$ cat src/rtl/jk_excite_seq.sv
// -----------------------------------------------------------------------------
// jk_excite_seq
// Inverse of a JK flip-flop bank. Accepts a stream of desired next-state vectors,
// buffers them in a small FIFO, and emits the J/K excitation that drives a bank
// of WIDTH JK flip-flops from the modelled present state to each target in turn.
//
// Parameters
//   WIDTH     number of JK FFs driven (bits per vector)
//   DEPTH     target FIFO entries (power of 2, >= 2)
//   DC_POLICY don't-care fill: 0 -> 0 (hold/set/reset), 1 -> 1 (toggle-preferred)
//   RESET_Q   q_model value after reset, replicated over all bits
//
// Ports
//   i_clk          rising-edge clock
//   i_rst          synchronous reset, active-high
//   i_in_valid     target vector valid
//   o_in_ready     FIFO can accept (not full)
//   i_in_target    desired next Q of each FF
//   o_out_valid    o_j_out/o_k_out hold a pending excitation beat
//   i_out_ready    consumer takes the beat this edge
//   o_j_out        J excitation
//   o_k_out        K excitation
//   o_q_model      modelled FF state after all beats loaded so far
//   o_fifo_count   current FIFO occupancy
//
// Optional feature (macro JK_CHECK_EN)
//   i_q_fb         observed FF bank state
//   o_mismatch     sticky flag: observed state differed from an accepted target
//   o_err_cnt      number of such differences, saturating at 255
// -----------------------------------------------------------------------------
module jk_excite_seq #(
    parameter int WIDTH     = 1,
    parameter int DEPTH     = 4,
    parameter int DC_POLICY = 0,
    parameter bit RESET_Q   = 1'b0
) (
    input  logic                     i_clk,
    input  logic                     i_rst,
    input  logic                     i_in_valid,
    output logic                     o_in_ready,
    input  logic [WIDTH-1:0]         i_in_target,
    output logic                     o_out_valid,
    input  logic                     i_out_ready,
    output logic [WIDTH-1:0]         o_j_out,
    output logic [WIDTH-1:0]         o_k_out,
    output logic [WIDTH-1:0]         o_q_model,
    output logic [$clog2(DEPTH):0]   o_fifo_count
`ifdef JK_CHECK_EN
    ,
    input  logic [WIDTH-1:0]         i_q_fb,
    output logic                     o_mismatch,
    output logic [7:0]               o_err_cnt
`endif
);

    localparam int             AW       = $clog2(DEPTH);
    localparam logic [AW:0]    FULL_CNT = (AW + 1)'(DEPTH);

    logic [WIDTH-1:0] r_mem [DEPTH];
    logic [AW-1:0]    r_wr_ptr;
    logic [AW-1:0]    r_rd_ptr;
    logic [AW:0]      r_count;
    logic             r_out_valid;
    logic [WIDTH-1:0] r_j;
    logic [WIDTH-1:0] r_k;
    logic [WIDTH-1:0] r_q_model;

    logic             w_full;
    logic             w_push;
    logic             w_load;
    logic [WIDTH-1:0] w_head;
    logic [WIDTH-1:0] w_dc;
    logic [WIDTH-1:0] w_j;
    logic [WIDTH-1:0] w_k;

    assign w_full = (r_count == FULL_CNT);
    assign w_push = i_in_valid && !w_full;
    // The output register refills whenever it is empty or being drained.
    assign w_load = (!r_out_valid || i_out_ready) && (r_count != '0);
    assign w_head = r_mem[r_rd_ptr];
    assign w_dc   = {WIDTH{DC_POLICY != 0}};

    // q=0: J follows the target, K is don't-care.
    // q=1: J is don't-care, K is the inverted target.
    assign w_j = (r_q_model & w_dc) | (~r_q_model & w_head);
    assign w_k = (r_q_model & ~w_head) | (~r_q_model & w_dc);

    always_ff @(posedge i_clk) begin
        if (w_push && !i_rst) begin
            r_mem[r_wr_ptr] <= i_in_target;
        end
    end

    always_ff @(posedge i_clk) begin
        if (i_rst) begin
            r_wr_ptr    <= '0;
            r_rd_ptr    <= '0;
            r_count     <= '0;
            r_out_valid <= 1'b0;
            r_j         <= '0;
            r_k         <= '0;
            r_q_model   <= {WIDTH{RESET_Q}};
        end else begin
            if (w_push) begin
                r_wr_ptr <= r_wr_ptr + AW'(1);
            end
            if (w_load) begin
                r_rd_ptr  <= r_rd_ptr + AW'(1);
                r_j       <= w_j;
                r_k       <= w_k;
                r_q_model <= w_head;
            end
            if (w_push && !w_load) begin
                r_count <= r_count + (AW + 1)'(1);
            end else if (!w_push && w_load) begin
                r_count <= r_count - (AW + 1)'(1);
            end
            if (w_load) begin
                r_out_valid <= 1'b1;
            end else if (i_out_ready) begin
                r_out_valid <= 1'b0;
            end
        end
    end

`ifdef JK_CHECK_EN
    logic [WIDTH-1:0] r_out_tgt;
    logic [WIDTH-1:0] r_chk_exp;
    logic             r_chk_pend;
    logic             r_mismatch;
    logic [7:0]       r_err_cnt;

    // A beat accepted at one edge is checked against the feedback seen at the
    // next edge, once the FF bank has had a clock to act on it.
    always_ff @(posedge i_clk) begin
        if (i_rst) begin
            r_out_tgt  <= '0;
            r_chk_exp  <= '0;
            r_chk_pend <= 1'b0;
            r_mismatch <= 1'b0;
            r_err_cnt  <= '0;
        end else begin
            if (w_load) begin
                r_out_tgt <= w_head;
            end
            r_chk_pend <= r_out_valid && i_out_ready;
            r_chk_exp  <= r_out_tgt;
            if (r_chk_pend && (i_q_fb != r_chk_exp)) begin
                r_mismatch <= 1'b1;
                if (r_err_cnt != 8'hFF) begin
                    r_err_cnt <= r_err_cnt + 8'd1;
                end
            end
        end
    end

    assign o_mismatch = r_mismatch;
    assign o_err_cnt  = r_err_cnt;
`endif

    assign o_in_ready   = !w_full;
    assign o_out_valid  = r_out_valid;
    assign o_j_out      = r_j;
    assign o_k_out      = r_k;
    assign o_q_model    = r_q_model;
    assign o_fifo_count = r_count;

endmodule
$ cat config.mk
export PLATFORM = sky130hd
export DESIGN_NAME = jk_excite_seq
export DESIGN_NICKNAME = d
export VERILOG_FILES = /design/src/rtl/jk_excite_seq.sv
export SDC_FILE = /design/constraint.sdc
export NUM_CORES = 1
export LEC_CHECK = 0
export BUFFER_PORTS_ARGS = -buffer_cell sky130_fd_sc_hd__buf_2
export CORE_MARGIN = 1
export CORE_UTILIZATION = 45
export CTS_CLUSTER_SIZE = 12
export DETAILED_ROUTE_END_ITERATION = 6
export PLACE_DENSITY_LB_ADDON = 0.25
export SKIP_LAST_GASP = 1
export SLEW_MARGIN = 40
export SYNTH_ARGS = -nofsm -noshare
export SYNTH_HDL_FRONTEND = slang
export SYNTH_SLANG_ARGS = --single-unit
export TNS_END_PERCENT = 10
$ cat constraint.sdc
create_clock -name i_clk -period 2.9 [get_ports i_clk]
set_input_delay 0.29 -clock i_clk [delete_from_list [all_inputs] [get_ports i_clk]]
set_output_delay 0.29 -clock i_clk [all_outputs]
set_load 0.03 [all_outputs]
* Word-level counts from Yosys, hierarchy flattened
Memories as Yosys holds them, arrays and structs flattened. A register that Yosys moved wholly into a read port is not among the register bits. Index checks and enable logic that the tools add are counted.
Cells by class: reduce and logical (&&, ||, !) cells 14, multiplexer cells 8, bitwise operators 4, equal/unequal tests 1, add/subtract/negate cells 4
Operators by type and width (number):
- $mux 3 | 2
- $logic_and 1x1->1 | 5
- $logic_not 1->1 | 5
- $add 2x1->2 const B | 2
- $mux 1 | 4
- $mux 2 | 2
- $reduce_bool 2->1 | 2
- $add 3x1->3 const B | 1
- $eq 3x3->1 const B | 1
- $reduce_bool 3->1 | 1
- $sub 3x1->3 const B | 1
- $and 1x1->1 | 2
- $not 1->1 | 2
- $logic_or 1x1->1 | 1
Word-level totals: word-level logic and storage cells 39, output and inout bits 8, bits in registers 11, memories 1, RAM bits 4, input port bits 5
Memory list:
- r_mem | words 4, bits a word 1, read ports 1, clocked after Yosys merged registers in 1, wr ports 1, line 59 | logic [WIDTH-1:0] r_mem [DEPTH];

* Longest topological paths before layout
depth after elaboration 7, depth in mapped cells 8, mapped depth without buffers 8

* Worst setup path after synthesis
OpenSTA, ideal clock, no wires.
path kind reg-to-reg, start point register r_count[0] (netlist: o_fifo_count[0]), end point register r_count[2] (netlist: o_fifo_count[2]), cell stages (with the launch flop) 9, data arrival time 2.131 ns, buffers on the path 0, clock period less this slack 2.201 ns, data required time 2.829 ns, setup time 0.071 ns, setup slack 0.699 ns, cells stage by stage dfxtp_1 -> or3_1 -> nand2_1 -> ha_1 -> inv_1 -> fa_1 -> xor2_1 -> or3_1 -> a21oi_1
Between the ends: word-level cells in the longest chain between the ends 6, elaborated cells between the ends (all ways) 14, those cells by class add/sub: 2; eq/ne: 1; mux: 2; reduce/logical: 9
Ends and longest elaborated chain:
- start: declaration | line 62 | logic [AW:0] r_count;
- start signal: assignment | line 114 | r_count <= r_count + (AW + 1)'(1);
- start signal: assignment | line 116 | r_count <= r_count - (AW + 1)'(1);
- branches (longest 6 deep; another with $sub 3x1->3)
Parallel ways; which one is timed is not known. The select of a mux whose other input is x is not followed. A chain may end at the register's enable or synchronous reset.

* Worst setup path in the final report
Same ends and word-level chain as after synthesis.

==> results.yml <==
run_status:
  status: "finished clean"
synth:
  syn_inst: 74
  synth_nets: 85
  synth-simple-area-share_pct: 18.0
  synthAdderAreaFrac_pct: 10.8
  yosysSeqAreaShare_pct: 49.8
  synthXorXnorAreaFrac_pct: 2.29
  netlist_area_um2: 764
  ys_types: 23
  syn_area_per_cell_um2: 10.3
  synth_top_family_by_area: "simple AND/OR/NAND/NOR gates"
  synth_compound_area_share_pct: 10.5
  ys_ff_latch: 17
  synthMuxAreaShare_pct: 5.73
  ys_warn_count: 0
cts:
  cts_max_level: 1
  cts_sinks: 17
  clk_pin_slew_ns: 0.09
  clockBufferDepth: 2
  post-cts-setup-buffer-count: 0
  root_buffer: "clkbuf_4"
  ctsResizeCount: 0
  insertion_delay_ns: 0.28
  cts_buffers: 3
  cts_tree: "yes"
  cts_hold_buf: 0
floorplan:
  die_h_um: 43.2
  ios: 13
  core-area_um2: 1540
  die_area_um2: 1870
  std_cell_rows: 14
  start_util_pct: 49.6
  die_x_um: 43.2
min_path:
  hp-start: "i_in_target"
  hold_path.class: "primary input to flop"
  hold_end: "r_mem[0]"
  hold-path-cell-count: 1
sta:
  period_minus_slack_ns: 2.21
  hold_slack_ns: 0.226
  max_freq_mhz: 453
  grt_setup_unrepaired: "false"
  worst_slack_ns: 0.694
  worst_slew_pin_slew_ns: 0.637
  fin_skew_ns: 0.000281
  finalHoldViolCount: 0
  final_max_slew_viol_count: 0
  setup_viol: 0
  finalCritPeriodShare_pct: 76.1
  tns_ns: 0
  slew_headroom_pct: 57.2
finish:
  stdcell_count: 105
  n_antenna_cell: 0
  layout.nets: 101
  final_cell_mix: "dfxtp_1, buf_2, a21oi_1"
  layout-drive-gt1-share_pct: 19.1
  synthToLayoutAreaGrowth_pct: 13.4
  layout_commonest_cell: "dfxtp_1"
  fill_cells: 143
power_and_ir_drop:
  pwr-share-seq_pct: 42.0
  switching_share_pct: 39.8
  combPwrFrac_pct: 43.7
  peakVddDrop_mv: 0.706
  fin_total_pwr_mw: 0.836
  net-switching-power_mw: 0.333
  p_leak_nw: 0.368
  powerDensity_nw_per_um2: 964
  internal-power_mw: 0.504
  clkPwrFrac_pct: 14.3
global_route:
  overflow: 0
  grt_max_degree: 15
  antenna_found_initial: 0
  grt_pass1_vias: 513
  grt_usage_pct: 15.3
  grt_pass1_wl_mm: 2.08
routing:
  avgRoutedWirePerCell_um: 11.2
  antenna_left: 0
  drc: 0
  wirelength_mm: 1.17
  drt_first_pass_iters: 4
  via_per_inst: 5.38
  drt_iter0_markers: 7
  routed-via-count: 565
critical_path:
  worstSetupPathType: "flop to flop"
  cp-start-kind: "flop"
  r2r-start: "o_fifo_count[0]"
  critPathMaxFanout: 6
  rr_worst_depth: 8
  crit-reg2reg-capture: "o_fifo_count[2]"
  rrSetupSlack_ns: 0.69
  cp.required_ns: 3.12
  cp-end-kind: "flop"
  worstPathArrival_ns: 2.42
place:
  placed_cells: 101
  io_buffer_count: 12
  dp_slack_ns: 0.700
  gp_congestion: 0.819
  dp_hpwl_um: 898
run:
  max-cap-violations: 0
==> worst max path at each step <==
stage,from,depth (start not counted),to,slack [ns]
2_1_floorplan,o_fifo_count[0],8,o_fifo_count[2],0.70
3_3_place_gp,o_fifo_count[0],8,o_fifo_count[2],0.79
3_5_place_dp,o_fifo_count[0],8,o_fifo_count[2],0.70
4_1_cts,o_fifo_count[0],8,o_fifo_count[2],0.68
5_1_grt,o_fifo_count[0],8,o_fifo_count[2],0.61
6_report,o_fifo_count[0],8,o_fifo_count[2],0.69
==> cell usage after synthesis, drive strengths merged <==
cell | count | area share [%]
fa | 1 | 2.6
ha | 5 | 8.2
nor3b | 1 | 0.98
inv | 5 | 2.5
nand3 | 4 | 2.6
a21oi | 9 | 5.9
o21ai | 7 | 4.6
nor3 | 2 | 1.3
nor2 | 4 | 2.0
clkbuf | 1 | 0.49
and2 | 4 | 3.3
dfxtp | 13 | 34
nor2b | 2 | 1.6
mux2i | 1 | 1.3
or3 | 3 | 2.5
edfxtp | 4 | 16
mux2 | 1 | 1.5
mux4 | 1 | 2.9
xor2 | 2 | 2.3
nand2b | 1 | 0.82
or4b | 1 | 1.3
nand2 | 1 | 0.49
nand4b | 1 | 1.1
==> power groups by stage <==
stage / registers [mW] / logic [mW] / clock network, mW
global route: 0.363 / 0.405 / 0.132
detailed placement: 0.359 / 0.362 / 0
CTS: 0.353 / 0.365 / 0.126
finish: 0.351 / 0.366 / 0.120
global placement: 0.355 / 0.357 / 0
floorplan: 0.412 / 0.220 / 0
==> final cells by class <==
class,instances,area (um2),share of cell area [%]
multi-input combinational,51,362,41.7
tap,16,20.0,2.31
timing repair buffer,12,60.1,6.93
inverter,5,18.8,2.16
sequential,17,380,43.9
clock buffer,4,26.3,3.03
==> per-stage QoR <==
stage	utilization [%]	area [um2]
after floorplan	-	764
after global placement	54.5	841
after detailed placement	54.5	841
after CTS	56.3	867
after global routing	56.3	867
final	56.3	867
==> logic make-up (layout without fill, tap and decap cells) <==
group                      Yosys count  in the layout
and+or+nand+nor                     24             24
DFF                                 17             17
AOI/OAI and AO/OA                   16             16
adders and majority gates            6              6
buffers and inverters                6             21
muxes                                3              3
xor gates and xnor gates             2              2
==> routing by layer <==
metal / GRT usage, % / vias up / routed length [um]
li1: - / 290 / -
met1: 18.3 / 264 / 535
met2: 24.2 / 9 / 575
met3: 2.98 / 2 / 43
met4: 10.9 / 0 / 19
met5: 0 / - / 0
==> critical path, stage by stage, from the launching register on <==
cell and delay (ns):
dfxtp_1 0.38, or3_1 0.44, nand2_1 0.10, ha_1 0.18, inv_1 0.06, fa_1 0.38, xor2_1 0.16, or3_1 0.31
a21oi_1 0.13
No activity file was read; power rests on OpenSTA's default activity.
